## src/rtl/batch_uart_pkg.sv

```systemverilog
// Shared types and defaults for the batch UART uploader.
package batch_uart_pkg;

  localparam int CLKS_PER_BIT_DEFAULT = 868;
  localparam int BATCH_SIZE_DEFAULT   = 1000;

  typedef enum logic [2:0] {
    ST_IDLE   = 3'd0,
    ST_FETCH  = 3'd1,
    ST_WAIT   = 3'd2,
    ST_LOAD   = 3'd3,
    ST_SEND   = 3'd4,
    ST_NEXT   = 3'd5,
    ST_FINISH = 3'd6
  } state_e;

  // True for the states that make up an active upload (FETCH..NEXT).
  function automatic logic in_upload(input state_e st);
    case (st)
      ST_FETCH, ST_WAIT, ST_LOAD, ST_SEND, ST_NEXT: in_upload = 1'b1;
      default:                                      in_upload = 1'b0;
    endcase
  endfunction

endpackage

```

## src/rtl/batch_uart_uploader_uart_tx.sv

```systemverilog
// 8N1 UART transmitter: start bit, 8 data bits LSB first, stop bit.
module uart_tx_8n1
  import batch_uart_pkg::*;
#(
  parameter int CLKS_PER_BIT = CLKS_PER_BIT_DEFAULT
) (
  input  logic       clk,
  input  logic       rst,
  input  logic       tx_start,
  input  logic [7:0] tx_data,
  output logic       tx,
  output logic       tx_busy,
  output logic       tx_done
);

  localparam int CW = $clog2(CLKS_PER_BIT);
  localparam logic [CW-1:0] CNT_LAST = CW'(CLKS_PER_BIT - 1);
  localparam logic [CW-1:0] CNT_PRE  = CW'(CLKS_PER_BIT - 2);

  logic          tx_q, tx_d;
  logic          busy_q, busy_d;
  logic          done_q, done_d;
  logic [CW-1:0] cnt_q, cnt_d;
  logic [3:0]    bit_q, bit_d;
  logic [8:0]    shreg_q, shreg_d;

  // Bit timing and shifting; done is raised so it lands on the last stop-bit cycle.
  always_comb begin
    tx_d    = tx_q;
    busy_d  = busy_q;
    cnt_d   = cnt_q;
    bit_d   = bit_q;
    shreg_d = shreg_q;
    done_d  = 1'b0;
    if (busy_q) begin
      if (cnt_q == CNT_LAST) begin
        cnt_d = '0;
        if (bit_q == 4'd9) begin
          busy_d = 1'b0;
          tx_d   = 1'b1;
        end else begin
          bit_d   = bit_q + 4'd1;
          tx_d    = shreg_q[0];
          shreg_d = {1'b1, shreg_q[8:1]};
        end
      end else begin
        cnt_d = cnt_q + CW'(1);
      end
      done_d = (bit_q == 4'd9) && (cnt_q == CNT_PRE);
    end else if (tx_start) begin
      busy_d  = 1'b1;
      tx_d    = 1'b0;
      cnt_d   = '0;
      bit_d   = 4'd0;
      shreg_d = {1'b1, tx_data};
    end else begin
      tx_d = 1'b1;
    end
  end

  // Register transmitter state; reset returns the line to idle-high at once.
  always_ff @(posedge clk) begin
    if (rst) begin
      tx_q    <= 1'b1;
      busy_q  <= 1'b0;
      done_q  <= 1'b0;
      cnt_q   <= '0;
      bit_q   <= 4'd0;
      shreg_q <= 9'h1FF;
    end else begin
      tx_q    <= tx_d;
      busy_q  <= busy_d;
      done_q  <= done_d;
      cnt_q   <= cnt_d;
      bit_q   <= bit_d;
      shreg_q <= shreg_d;
    end
  end

  assign tx      = tx_q;
  assign tx_busy = busy_q;
  assign tx_done = done_q;

endmodule

```

## src/rtl/batch_uart_uploader.sv

```systemverilog
// Uploads one completed TRNG batch from the collector memory over UART.
module batch_uart_uploader
  import batch_uart_pkg::*;
#(
  parameter int BATCH_SIZE   = BATCH_SIZE_DEFAULT,
  parameter int CLKS_PER_BIT = CLKS_PER_BIT_DEFAULT
) (
  input  logic        clk_uart,
  input  logic        rst,
  input  logic        done_async,
  output logic        read_enable,
  output logic [31:0] read_addr,
  input  logic [7:0]  read_data,
  output logic        uart_tx,
  output logic        busy,
  output logic        upload_done,
  output logic [31:0] bytes_sent
);

  localparam logic [31:0] LAST_IDX = 32'(BATCH_SIZE - 1);

  state_e      state_q, state_d;
  logic        done_meta_q, done_meta_d;
  logic        done_s_q, done_s_d;
  logic        done_prev_q, done_prev_d;
  logic        done_rise_s;
  logic [31:0] idx_q, idx_d;
  logic [31:0] bytes_q, bytes_d;
  logic        abort_q, abort_d;
  logic [7:0]  tx_byte_q, tx_byte_d;
  logic        read_en_q, read_en_d;
  logic [31:0] read_addr_q, read_addr_d;
  logic        busy_q, busy_d;
  logic        upload_done_q, upload_done_d;
  logic        tx_start_s;
  logic        tx_busy_s;
  logic        tx_done_s;

  // Synchronizer, upload sequencing and next values of the registered outputs.
  always_comb begin
    done_meta_d = done_async;
    done_s_d    = done_meta_q;
    done_prev_d = done_s_q;
    done_rise_s = done_s_q & ~done_prev_q;
    state_d     = state_q;
    idx_d       = idx_q;
    bytes_d     = bytes_q;
    tx_byte_d   = tx_byte_q;
    tx_start_s  = 1'b0;
    // A done drop mid-upload is remembered; the frame in flight still finishes.
    if (in_upload(state_q) && !done_s_q) begin
      abort_d = 1'b1;
    end else begin
      abort_d = abort_q;
    end
    case (state_q)
      ST_IDLE: begin
        abort_d = 1'b0;
        if (done_rise_s) begin
          idx_d   = 32'd0;
          bytes_d = 32'd0;
          state_d = ST_FETCH;
        end else begin
          state_d = ST_IDLE;
        end
      end
      ST_FETCH: state_d = ST_WAIT;
      ST_WAIT: begin
        tx_byte_d = read_data;
        state_d   = ST_LOAD;
      end
      ST_LOAD: begin
        if (!tx_busy_s) begin
          tx_start_s = 1'b1;
          state_d    = ST_SEND;
        end else begin
          state_d = ST_LOAD;
        end
      end
      ST_SEND: begin
        if (tx_done_s) begin
          state_d = ST_NEXT;
        end else begin
          state_d = ST_SEND;
        end
      end
      ST_NEXT: begin
        bytes_d = bytes_q + 32'd1;
        if (abort_q) begin
          state_d = ST_IDLE;
        end else if (idx_q == LAST_IDX) begin
          state_d = ST_FINISH;
        end else begin
          idx_d   = idx_q + 32'd1;
          state_d = ST_FETCH;
        end
      end
      ST_FINISH: begin
        if (!done_s_q) begin
          state_d = ST_IDLE;
        end else begin
          state_d = ST_FINISH;
        end
      end
      default: state_d = ST_IDLE;
    endcase
    read_en_d = (state_d == ST_FETCH);
    if (state_d == ST_FETCH) begin
      read_addr_d = idx_d;
    end else begin
      read_addr_d = read_addr_q;
    end
    busy_d        = in_upload(state_d);
    upload_done_d = (state_d == ST_FINISH);
  end

  // State and output registers with synchronous reset.
  always_ff @(posedge clk_uart) begin
    if (rst) begin
      state_q       <= ST_IDLE;
      done_meta_q   <= 1'b0;
      done_s_q      <= 1'b0;
      done_prev_q   <= 1'b0;
      idx_q         <= 32'd0;
      bytes_q       <= 32'd0;
      abort_q       <= 1'b0;
      tx_byte_q     <= 8'd0;
      read_en_q     <= 1'b0;
      read_addr_q   <= 32'd0;
      busy_q        <= 1'b0;
      upload_done_q <= 1'b0;
    end else begin
      state_q       <= state_d;
      done_meta_q   <= done_meta_d;
      done_s_q      <= done_s_d;
      done_prev_q   <= done_prev_d;
      idx_q         <= idx_d;
      bytes_q       <= bytes_d;
      abort_q       <= abort_d;
      tx_byte_q     <= tx_byte_d;
      read_en_q     <= read_en_d;
      read_addr_q   <= read_addr_d;
      busy_q        <= busy_d;
      upload_done_q <= upload_done_d;
    end
  end

  uart_tx_8n1 #(
    .CLKS_PER_BIT(CLKS_PER_BIT)
  ) u_tx (
    .clk      (clk_uart),
    .rst      (rst),
    .tx_start (tx_start_s),
    .tx_data  (tx_byte_q),
    .tx       (uart_tx),
    .tx_busy  (tx_busy_s),
    .tx_done  (tx_done_s)
  );

  assign read_enable = read_en_q;
  assign read_addr   = read_addr_q;
  assign busy        = busy_q;
  assign upload_done = upload_done_q;
  assign bytes_sent  = bytes_q;

endmodule

```

## config.mk

```make
export PLATFORM = sky130hd
export DESIGN_NAME = batch_uart_uploader
export DESIGN_NICKNAME = d
export VERILOG_FILES = /design/src/rtl/batch_uart_pkg.sv /design/src/rtl/batch_uart_uploader_uart_tx.sv /design/src/rtl/batch_uart_uploader.sv
export SDC_FILE = /design/constraint.sdc
export NUM_CORES = 1
export LEC_CHECK = 0
export BUFFER_PORTS_ARGS = -buffer_cell sky130_fd_sc_hd__buf_2
export CORE_ASPECT_RATIO = 1.25
export CORE_UTILIZATION = 40
export DETAILED_ROUTE_END_ITERATION = 8
export PLACE_DENSITY = 0.67
export SKIP_CTS_REPAIR_TIMING = 1
export SYNTH_ARGS = -nofsm -noshare
export SYNTH_HDL_FRONTEND = slang
export SYNTH_HIERARCHICAL = 1
export SYNTH_SLANG_ARGS = --single-unit
```

## constraint.sdc

```tcl
create_clock -name clk_uart -period 2.3 [get_ports clk_uart]
set_clock_uncertainty 0.2 [all_clocks]
set_input_delay 0.46 -clock clk_uart [delete_from_list [all_inputs] [get_ports clk_uart]]
set_output_delay 0.46 -clock clk_uart [all_outputs]
set_load 0.02 [all_outputs]
```

==> impl_summary.log, run 1 <==
INFO  metric status = finished with violations
INFO  metric violations_in_the_final_reports = negative setup slack
INFO  metric grt.overflow.total = 0
INFO  metric detail_route.iter0.violations = 441
INFO  metric synth_seq_area_share = 0.411
INFO  metric maximum_buffer_depth_of_the_clock_tree = 2
INFO  metric synthesis.nets = 806
INFO  metric netlist_area = 6760 um^2
INFO  metric place_inst = 1100
INFO  metric cts_tree = built
INFO  metric synthArstFlopShare = 0
INFO  metric endpoints_failing_setup = 5
INFO  metric dieArea = 17400 um^2
INFO  metric leakage = 3.34 nW
INFO  metric power_density = 665 nW/um^2
INFO  metric period_needed = 2.32 ns
INFO  metric routed-via-count = 6300
INFO  metric die_w = 118 um
INFO  metric post-route-period-util = 1.01
INFO  metric clock_sink_total = 139
INFO  metric source_to_sink_clock_delay_at_the_later_pin_of_the_worst_skew_pair = 0.42 ns
INFO  metric final_net_count = 932
INFO  metric fin_worst_hold_slack = 0.0774 ns
INFO  metric num-fill-cells = 1565
INFO  metric post_synth_inst_count = 789
INFO  metric synthDistinctLibCells = 67
INFO  metric rows = 52
INFO  metric crit_slowest_cell = sky130_fd_sc_hd__or4b_4
INFO  metric layout.core_utilization = 0.523
INFO  metric switching_share_of_power = 0.233
INFO  metric dpl_cell_area = 7730 um^2
INFO  metric cts_inserted_buffers = 17
INFO  metric critPathRequiredTime = 2.39 ns
INFO  metric insertedDiodeCount = 0
INFO  metric timing.setup.critical_path_class = reg -> reg
INFO  metric startpoint_type = register
INFO  metric pwr-share-seq = 0.437
INFO  metric critical_path_end_type = register
INFO  metric timing.setup.tns = -0.0428 ns
INFO  metric rsz_0062_raised_after_global_routing = yes
INFO  metric dpl.hpwl = 11200 um
INFO  metric cap_violations = 0
INFO  metric min-delay-path-class = in -> reg
INFO  metric io_pins = 79
INFO  metric slowest_delay = 0.54 ns
INFO  metric finalWirelength = 16800 um
INFO  metric synth_edf_count = 0
INFO  metric post-route-worst-setup-slack = -0.0163 ns
INFO  metric report.power.total = 5.70 mW
INFO  metric combinational_fraction_of_design_power = 0.085
INFO  metric grt_antenna_before_repair = 0
INFO  metric globalRouteTotalUtil = 0.195
INFO  metric area_growth_from_synthesis_to_layout = 26.8%
INFO  metric proportion_of_layout_cells_with_a_drive_suffix_above_1 = 0.273
INFO  metric routed_wire_length_per_instance = 14.6 um
INFO  metric grt_pass1_vias = 5764
INFO  metric maximum_number_of_pins_on_one_net_before_global_route_repair = 70
INFO  metric synth.yosys.warnings = 6
INFO  metric layout.cell_area.non_filler = 8570 um^2
INFO  metric wire_length_of_the_first_global_routing_pass = 27900 um
INFO  metric internal_power = 4.37 mW
INFO  metric multi_input_comb_area = 3750 um^2
INFO  metric timing.final.max_slew_violations = 0
INFO  metric crit_path_max_fanout = 16
INFO  metric syn_avg_cell_area = 8.57 um^2
INFO  metric dpl_worst_slack = -0.0417 ns
INFO  metric path_cells = or4b_4 > or2_4 > a32oi_2 > o31a_4 > buf_12 > mux2i_1 > nor2_1
INFO  metric detail_route.first_pass.iterations = 5
INFO  metric critPathArrivalTime = 2.41 ns
INFO  metric final_cells = 1144
INFO  metric timing.fmax = 432 MHz
INFO  metric antenna_violating_nets_post_route = 0
INFO  metric synthFlopType = sky130_fd_sc_hd__dfxtp_1
INFO  metric io_buffers = 78
INFO  metric htree_levels = 4
INFO  metric clkTransAtPathRegs = 0.06 ns
INFO  metric gp_congestion = 0.841
INFO  metric die_height = 147 um
INFO  metric seqCellArea = 2790 um^2
INFO  metric p_switching = 1.33 mW
INFO  metric total_of_flip_flops_plus_latches_after_synthesis = 139
INFO  metric detail_route.drc_violations = 0
INFO  metric timing.max_slew.rel_slack = 0.650
INFO  metric clk_pwr_share = 0.478
INFO  metric tightestPinTransition = 0.525 ns
INFO  metric cts_root_buffer = sky130_fd_sc_hd__clkbuf_16
INFO  metric detail_route.vias_per_cell = 5.51
INFO  metric timing_hold_violations_final = 0
INFO  metric initial_core_util = 0.413
INFO  metric ir_drop = 0.482 mV
INFO  metric floorplan.core_area = 16400 um^2
==> cell type report <==
class                   count  area share
clock buffers              21      0.0560
clock inverters            11      0.0137
inverters                  14     0.00613
multi-input cells         583       0.437
flip-flops and latches    139       0.326
well taps                 216      0.0315
repair buffers            160       0.130
==> flip-flops by register name, summed over array words and instances, names as in the netlist, 3 cells and up <==
register      cells
read_addr        32
state_q           3
u_tx/cnt_q       10
tx_byte_q         8
idx_q            32
bytes_sent       32
u_tx/shreg_q      8
u_tx/bit_q        4
==> cells in the final DEF (no fill, tap or decap), types with 6 or more instances in the layout <==
cell type	count
sky130_fd_sc_hd__nand4_1	20
sky130_fd_sc_hd__and2_1	12
sky130_fd_sc_hd__dfxtp_2	7
sky130_fd_sc_hd__nand2_1	60
sky130_fd_sc_hd__and3_1	9
sky130_fd_sc_hd__nand2b_1	9
sky130_fd_sc_hd__a211oi_1	12
sky130_fd_sc_hd__buf_4	76
sky130_fd_sc_hd__ha_1	6
sky130_fd_sc_hd__nor2_1	105
sky130_fd_sc_hd__dfxtp_1	132
sky130_fd_sc_hd__nor3_1	17
sky130_fd_sc_hd__nand3_1	33
sky130_fd_sc_hd__inv_1	14
sky130_fd_sc_hd__a31oi_1	13
sky130_fd_sc_hd__clkbuf_16	20
sky130_fd_sc_hd__nor2b_1	21
sky130_fd_sc_hd__mux2i_1	33
sky130_fd_sc_hd__or3_1	17
sky130_fd_sc_hd__o211ai_1	14
sky130_fd_sc_hd__o21ai_0	20
sky130_fd_sc_hd__nand3b_1	7
sky130_fd_sc_hd__o31a_1	9
sky130_fd_sc_hd__a211oi_2	20
sky130_fd_sc_hd__buf_2	77
sky130_fd_sc_hd__nor4_1	17
sky130_fd_sc_hd__a21oi_1	45
==> layer usage <==
metal	vias up	wire length, um	global-route usage
li1	3142	-	-
met1	2980	7960	0.256
met2	160	7830	0.313
met3	18	747	0.0394
met4	0	216	0.0795
met5	-	0	0
==> worst max-delay path, delay by kind of cell, from the launching register on <==
| kind | cells | cell delay [ns] |
|---|---|---|
| AND/OR/NAND/NOR | 3 | 0.85 |
| AO/OA/AOI/OAI | 2 | 0.48 |
| flip-flops | 1 | 0.31 |
| multiplexers | 1 | 0.18 |
| buffers and inverters | 1 | 0.17 |
==> path summary, 6_finish.rpt <==
| path | start | cells past startpoint | slack (ns) | endpoint |
|---|---|---|---|---|
| max | state_q[2] | 7 | -0.02 | read_addr[2] |
| min | read_data[0] | 3 | 0.08 | tx_byte_q[0] |
| max reg2reg | state_q[2] | 7 | -0.02 | read_addr[2] |
| min reg2reg | done_meta_q | 1 | 0.27 | done_prev_d |
==> synthesized netlist by cell type, types with 2 or more instances <==
| cell type | number | area (um^2) |
|---|---|---|
| sky130_fd_sc_hd__and2_1 | 12 | 75.1 |
| sky130_fd_sc_hd__buf_2 | 5 | 25.0 |
| sky130_fd_sc_hd__a21boi_1 | 2 | 15.0 |
| sky130_fd_sc_hd__nor4_1 | 19 | 119 |
| sky130_fd_sc_hd__or4_1 | 3 | 22.5 |
| sky130_fd_sc_hd__nor3_1 | 17 | 85.1 |
| sky130_fd_sc_hd__nor2_1 | 107 | 402 |
| sky130_fd_sc_hd__nand4_1 | 20 | 125 |
| sky130_fd_sc_hd__dfxtp_1 | 139 | 2780 |
| sky130_fd_sc_hd__a211oi_2 | 20 | 250 |
| sky130_fd_sc_hd__o21ai_0 | 20 | 100 |
| sky130_fd_sc_hd__or2_2 | 3 | 18.8 |
| sky130_fd_sc_hd__a41oi_1 | 3 | 26.3 |
| sky130_fd_sc_hd__clkbuf_1 | 40 | 150 |
| sky130_fd_sc_hd__mux2i_1 | 33 | 330 |
| sky130_fd_sc_hd__inv_1 | 14 | 52.6 |
| sky130_fd_sc_hd__a211oi_1 | 12 | 90.1 |
| sky130_fd_sc_hd__o31a_1 | 9 | 78.8 |
| sky130_fd_sc_hd__mux2_2 | 4 | 45.0 |
| sky130_fd_sc_hd__a31o_2 | 2 | 17.5 |
| sky130_fd_sc_hd__a21o_1 | 2 | 15.0 |
| sky130_fd_sc_hd__nand2_1 | 60 | 225 |
| sky130_fd_sc_hd__nand2b_1 | 10 | 62.6 |
| sky130_fd_sc_hd__and4_1 | 5 | 43.8 |
| sky130_fd_sc_hd__o32a_1 | 2 | 20.0 |
| sky130_fd_sc_hd__or2_0 | 2 | 12.5 |
| sky130_fd_sc_hd__o311a_1 | 2 | 20.0 |
| sky130_fd_sc_hd__o211ai_1 | 14 | 105 |
| sky130_fd_sc_hd__buf_6 | 7 | 78.8 |
| sky130_fd_sc_hd__a21oi_1 | 45 | 225 |
| sky130_fd_sc_hd__and3_1 | 10 | 62.6 |
| sky130_fd_sc_hd__nand3_1 | 35 | 175 |
| sky130_fd_sc_hd__a31oi_1 | 14 | 87.6 |
| sky130_fd_sc_hd__nor4b_1 | 2 | 17.5 |
| sky130_fd_sc_hd__and4b_1 | 2 | 20.0 |
| sky130_fd_sc_hd__ha_1 | 6 | 75.1 |
| sky130_fd_sc_hd__a22o_1 | 2 | 17.5 |
| sky130_fd_sc_hd__nor2b_1 | 22 | 138 |
| sky130_fd_sc_hd__nand3b_1 | 7 | 52.6 |
| sky130_fd_sc_hd__nand4b_1 | 3 | 26.3 |
| sky130_fd_sc_hd__a311oi_1 | 3 | 26.3 |
| sky130_fd_sc_hd__o311ai_0 | 5 | 43.8 |
| sky130_fd_sc_hd__or3_1 | 18 | 113 |
| sky130_fd_sc_hd__o21a_1 | 3 | 22.5 |
| sky130_fd_sc_hd__xnor2_1 | 2 | 17.5 |
==> cell families after synthesis <==
logic type	count (synthesis)	share of synthesized area
and+or+nand+nor	365	0.281
AOI/OAI and AO/OA	173	0.193
DFF	139	0.411
buffers and inverters	67	0.0459
muxes	37	0.0555
adders and majority gates	6	0.0111
xor gates and xnor gates	2	0.00259
==> power by group through the flow <==
stage | Clock, mW | Combinational [mW] | Sequential [mW]
5_1_grt | 2.90 | 0.523 | 2.50
2_1_floorplan | 0 | 0.260 | 2.59
3_3_place_gp | 0 | 0.427 | 2.55
4_1_cts | 2.79 | 0.435 | 2.49
3_5_place_dp | 0 | 0.433 | 2.55
6_report | 2.73 | 0.483 | 2.50
No activity file was read; power rests on OpenSTA's default activity.
==> run 2: changes to the inputs <==
Settings changed: REMOVE_ABC_BUFFERS set to 1.
==> impl_summary.log, run 2 (synthesis gave the netlist of run 1 again) <==
INFO  metric status = finished with violations
INFO  metric violations_in_the_final_reports = negative setup slack
INFO  metric setup.reg_to_reg.worst_slack = -0.08 ns (-0.06 ns)
INFO  metric crit_path_max_fanout = 9 (-7)
INFO  metric finalWirelength = 17400 um (+3.8%)
INFO  metric detail_route.first_pass.iterations = 5 (unchanged)
INFO  metric proportion_of_layout_cells_with_a_drive_suffix_above_1 = 0.294 (+0.0211)
INFO  metric source_to_sink_clock_delay_at_the_later_pin_of_the_worst_skew_pair = 0.42 ns (about the same)
INFO  metric cts_tree = built
INFO  metric post-route-period-util = 1.03 (+0.0278)
INFO  metric critical_path_end_type = register
INFO  metric globalRouteTotalUtil = 0.197 (+0.00197)
INFO  metric place_inst = 1120 (+1.8%)
INFO  metric maximum_number_of_pins_on_one_net_before_global_route_repair = 69 (-1.4%)
INFO  metric rsz_0062_raised_after_global_routing = yes
INFO  metric die_w = 118 um (unchanged)
INFO  metric critPathArrivalTime = 2.48 ns (+0.07 ns)
INFO  metric critPathRequiredTime = 2.40 ns (about the same)
INFO  metric rows = 52 (unchanged)
INFO  metric timing_hold_violations_final = 0 (unchanged)
INFO  metric power_density = 669 nW/um^2 (+0.51%)
INFO  metric post-route-worst-setup-slack = -0.0803 ns (-0.0640 ns)
INFO  metric timing.max_slew.rel_slack = 0.560 (-0.0901)
INFO  metric tightestPinTransition = 0.658 ns (+0.133 ns)
INFO  metric gp_congestion = 0.862 (+2.5%)
INFO  metric io_pins = 79 (unchanged)
INFO  metric dieArea = 17400 um^2 (unchanged)
INFO  metric final_net_count = 954 (+2.4%)
INFO  metric cap_violations = 0 (unchanged)
INFO  metric final_cells = 1166 (+1.9%)
INFO  metric grt_pass1_vias = 5998 (+4.1%)
INFO  metric grt_antenna_before_repair = 0 (unchanged)
INFO  metric htree_levels = 4 (unchanged)
INFO  metric detail_route.drc_violations = 0 (unchanged)
INFO  metric min-delay-path-class = in -> reg
INFO  metric path_cells = or4b_4 > or2_4 > a32oi_2 > o31a_4 > buf_12 > mux2i_1 > nor2_1
INFO  metric startpoint_type = register
INFO  metric clock_sink_total = 139 (unchanged)
INFO  metric ir_drop = 0.444 mV (-7.9%)
INFO  metric leakage = 3.46 nW (+3.6%)
INFO  metric timing.setup.critical_path_class = reg -> reg
INFO  metric timing.final.max_slew_violations = 0 (unchanged)
INFO  metric io_buffers = 78 (unchanged)
INFO  metric insertedDiodeCount = 0 (unchanged)
INFO  metric slowest_delay = 0.55 ns (about the same)
INFO  metric timing.fmax = 420 MHz (-2.7%)
INFO  metric period_needed = 2.38 ns (+0.0640 ns)
INFO  metric maximum_buffer_depth_of_the_clock_tree = 2 (unchanged)
INFO  metric layout.core_utilization = 0.538 (+0.0155)
INFO  metric detail_route.vias_per_cell = 5.49 (-0.31%)
INFO  metric cts_root_buffer = sky130_fd_sc_hd__clkbuf_16
INFO  metric layout.cells.most_common = sky130_fd_sc_hd__dfxtp_1
INFO  metric endpoints_failing_setup = 28 (+23)
INFO  metric initial_core_util = 0.413 (unchanged)
INFO  metric area_growth_from_synthesis_to_layout = 30.5%
INFO  metric die_height = 147 um (unchanged)
INFO  metric floorplan.core_area = 16400 um^2 (unchanged)
INFO  metric detail_route.iter0.violations = 431 (-2.3%)
INFO  metric wire_length_of_the_first_global_routing_pass = 28100 um (+0.79%)
INFO  metric clkTransAtPathRegs = 0.06 ns (about the same)
INFO  metric routed-via-count = 6401 (+1.6%)
INFO  metric grt.overflow.total = 0 (unchanged)
INFO  metric crit_slowest_cell = sky130_fd_sc_hd__or4b_4
INFO  metric dpl_worst_slack = -0.0687 ns (-0.0270 ns)
INFO  metric antenna_violating_nets_post_route = 0 (unchanged)
INFO  metric cts_inserted_buffers = 17 (unchanged)
INFO  metric most-common-layout-cells = sky130_fd_sc_hd__dfxtp_1, sky130_fd_sc_hd__nor2_1, sky130_fd_sc_hd__buf_4, sky130_fd_sc_hd__buf_2, sky130_fd_sc_hd__nand2_1
INFO  metric dpl.hpwl = 11900 um (+6.6%)
INFO  metric routed_wire_length_per_instance = 14.9 um (+1.8%)
==> run 2: cell types whose count changed in the layout (fill, tap and decap cells not counted), sizes merged <==
cell	delta
bufinv	+2
clkinvlp	+1
clkinv	-4
clkbuf	+1
buf	+22
==> run 2: final timing paths <==
check / start / end / cells past startpoint
hold / removal: read_data[0] / tx_byte_q[0] / 3
setup / recovery: state_q[2] / read_addr[14] / 7
hold reg to reg: done_meta_q / done_prev_d / 1
setup reg to reg: state_q[2] / read_addr[14] / 7
==> run 2: power by group <==
group	total (mW)	switching, mW	internal (mW)
Combinational	0.510	0.284	0.225
Sequential	2.49	0.0296	2.46
Clock	2.90	1.03	1.87
==> run 2: stage by stage <==
stage	power, mW	hold slack (ns)	instance area, um^2	setup TNS, ns
floorplan	2.79	0.214	6510	-40.18
global placement	2.97	0.217	7870	-0.374
detailed placement	2.97	0.222	7870	-1.21
CTS	5.88	0.0653	8500	-2.12
global route	6.12	0.0714	8830	-3.99
finish	5.90	0.0776	8830	-1.11
==> run 2: layout make-up <==
cell class,instances,area [um^2]
Inverter,14,52.6
Clock inverter,10,165
Timing Repair Buffer,182,1300
Multi-Input combinational cell,583,3790
Sequential cell,139,2790
Tap cell,216,270
Fill cell,1496,7570
Clock buffer,22,464
==> run 2: worst max-delay path, delay by kind of cell (launching register included) <==
family | cells | cell delay, ns
compound gates | 2 | 0.49
buf+inv | 1 | 0.17
flops | 1 | 0.33
mux | 1 | 0.21
simple gates | 3 | 0.87
==> run 2: layer usage <==
layer  up-vias  global-route usage  share of wire
met3        30              0.0532          0.049
met4         0              0.0718          0.019
met5         -                   0              0
li1       3185                   -              -
met1      3039               0.233           0.44
met2       147               0.340           0.49
==> run 3: changes to the inputs <==
Settings changed: SKIP_LAST_GASP set to 1.
==> impl_summary.log, run 3 (synthesis gave the netlist of run 1 again) <==
INFO  metric grt.overflow.total = 0 (unchanged)
INFO  metric power_density = 669 nW/um^2 (about the same)
INFO  metric gp_congestion = 0.862 (unchanged)
INFO  metric clock_sink_total = 139 (unchanged)
INFO  metric critical_path_end_type = register
INFO  metric detail_route.drc_violations = 0 (unchanged)
INFO  metric cts_root_buffer = sky130_fd_sc_hd__clkbuf_16
INFO  metric wire_length_of_the_first_global_routing_pass = 28100 um (unchanged)
INFO  metric endpoints_failing_setup = 28 (unchanged)
INFO  metric post-route-period-util = 1.03 (-0.00289)
INFO  metric violations_in_the_final_reports = negative setup slack
INFO  metric routed-via-count = 6408 (+0.11%)
INFO  metric min-delay-path-class = in -> reg
INFO  metric routed_wire_length_per_instance = 15.0 um (+0.31%)
INFO  metric most-common-layout-cells = sky130_fd_sc_hd__dfxtp_1, sky130_fd_sc_hd__nor2_1, sky130_fd_sc_hd__buf_4, sky130_fd_sc_hd__buf_2, sky130_fd_sc_hd__nand2_1
INFO  metric floorplan.core_area = 16400 um^2 (unchanged)
INFO  metric critPathRequiredTime = 2.40 ns (about the same)
INFO  metric worst_r2r_path_depth = 7 (unchanged)
INFO  metric proportion_of_layout_cells_with_a_drive_suffix_above_1 = 0.288 (-0.00526)
INFO  metric timing.fmax = 421 MHz (+0.28%)
INFO  metric globalRouteTotalUtil = 0.197 (unchanged)
INFO  metric ir_drop = 0.444 mV (about the same)
INFO  metric setup.reg_to_reg.worst_slack = -0.07 ns (about the same)
INFO  metric grt_antenna_before_repair = 0 (unchanged)
INFO  metric maximum_buffer_depth_of_the_clock_tree = 2 (unchanged)
INFO  metric first_element_of_the_critical_path = state_q[2]
INFO  metric timing_hold_violations_final = 0 (unchanged)
INFO  metric timing.max_slew.rel_slack = 0.548 (-0.0120)
INFO  metric detail_route.vias_per_cell = 5.50 (+0.11%)
INFO  metric leakage = 3.46 nW (about the same)
INFO  metric antenna_violating_nets_post_route = 0 (unchanged)
INFO  metric rsz_0062_raised_after_global_routing = yes
INFO  metric die_w = 118 um (unchanged)
INFO  metric cts_tree = built
INFO  metric critPathArrivalTime = 2.47 ns (about the same)
INFO  metric cts_inserted_buffers = 17 (unchanged)
INFO  metric critPathCapture = read_addr[14]
INFO  metric layout.cells.most_common = sky130_fd_sc_hd__dfxtp_1
INFO  metric area_growth_from_synthesis_to_layout = 30.3%
INFO  metric crit_path_max_fanout = 9 (unchanged)
INFO  metric critical_path.reg2reg.startpoint = state_q[2]
INFO  metric clkTransAtPathRegs = 0.06 ns (about the same)
INFO  metric detail_route.first_pass.iterations = 4 (-1)
INFO  metric detail_route.iter0.violations = 468 (+8.6%)
INFO  metric tightestPinTransition = 0.676 ns (+0.0179 ns)
INFO  metric rows = 52 (unchanged)
INFO  metric finalWirelength = 17400 um (+0.31%)
INFO  metric timing.setup.critical_path_class = reg -> reg
INFO  metric maximum_number_of_pins_on_one_net_before_global_route_repair = 69 (unchanged)
INFO  metric io_pins = 79 (unchanged)
INFO  metric post-route-worst-setup-slack = -0.0737 ns (+0.00664 ns)
INFO  metric final_net_count = 954 (unchanged)
INFO  metric timing.final.max_slew_violations = 0 (unchanged)
INFO  metric insertedDiodeCount = 0 (unchanged)
INFO  metric report.power.total = 5.90 mW (about the same)
INFO  metric initial_core_util = 0.413 (unchanged)
INFO  metric dpl.hpwl = 11900 um (unchanged)
INFO  metric htree_levels = 4 (unchanged)
INFO  metric status = finished with violations
INFO  metric dieArea = 17400 um^2 (unchanged)
INFO  metric io_buffers = 78 (unchanged)
INFO  metric period_needed = 2.37 ns (-0.00664 ns)
INFO  metric startpoint_type = register
INFO  metric worstReg2RegEnd = read_addr[14]
INFO  metric die_height = 147 um (unchanged)
INFO  metric grt_pass1_vias = 5998 (unchanged)
INFO  metric layout.core_utilization = 0.538 (-0.000840)
INFO  metric cap_violations = 0 (unchanged)
INFO  metric source_to_sink_clock_delay_at_the_later_pin_of_the_worst_skew_pair = 0.42 ns (about the same)
==> run 3: stage by stage <==
| stage | setup TNS, ns | setup slack (ns) | instances | hold slack, ns | instance area [um^2] |
|---|---|---|---|---|---|
| 2_1_floorplan | -40.18 | -0.925 | 736 | 0.214 | 6510 |
| 3_3_place_gp | -0.374 | -0.0379 | 1120 | 0.217 | 7870 |
| 3_5_place_dp | -1.21 | -0.0687 | 1120 | 0.222 | 7870 |
| 4_1_cts | -2.12 | -0.106 | 1152 | 0.0653 | 8500 |
| 5_1_grt | -4.11 | -0.173 | 1166 | 0.0714 | 8810 |
| 6_report | -1.10 | -0.0737 | 1166 | 0.0774 | 8810 |
==> run 3: critical path: stages, from the launching register on <==
cell and delay, ns:
sky130_fd_sc_hd__dfxtp_2 0.33, sky130_fd_sc_hd__or4b_4 0.55, sky130_fd_sc_hd__or2_4 0.27, sky130_fd_sc_hd__a32oi_2 0.19
sky130_fd_sc_hd__o31a_4 0.30, sky130_fd_sc_hd__buf_12 0.16, sky130_fd_sc_hd__mux2i_1 0.20, sky130_fd_sc_hd__nor2_1 0.05
==> run 3: worst min path at each step <==
| stage | end | slack [ns] | cells after the start | startpoint |
|---|---|---|---|---|
| 3_3_place_gp | done_prev_d | 0.22 | 1 | done_meta_q |
| 5_1_grt | tx_byte_q[6] | 0.07 | 3 | read_data[6] |
| 6_report | tx_byte_q[0] | 0.08 | 3 | read_data[0] |
| 4_1_cts | tx_byte_q[1] | 0.07 | 3 | read_data[1] |
| 2_1_floorplan | done_prev_d | 0.21 | 1 | done_meta_q |
| 3_5_place_dp | done_prev_d | 0.22 | 1 | done_meta_q |
==> run 3: layout make-up <==
type                       count  area [um^2]
timing repair buffer         182         1300
sequential                   139         2790
inverter                      14         52.6
fill                        1499         7580
tap                          216          270
clock buffer                  22          464
clock inverter                10          165
multi-input combinational    583         3780
==> run 3: where the power goes <==
group | internal [mW] | total, mW | switching, mW
Combinational | 0.223 | 0.507 | 0.283
Sequential | 2.46 | 2.49 | 0.0289
Clock | 1.87 | 2.90 | 1.02
==> run 3: metal layers <==
metal / wire, um / global-route usage / vias to the layer above
met5: 0 / 0 / -
met2: 8660 / 0.340 / 145
li1: - / - / 3191
met4: 297 / 0.0718 / 0
met1: 7620 / 0.233 / 3048
met3: 867 / 0.0532 / 24
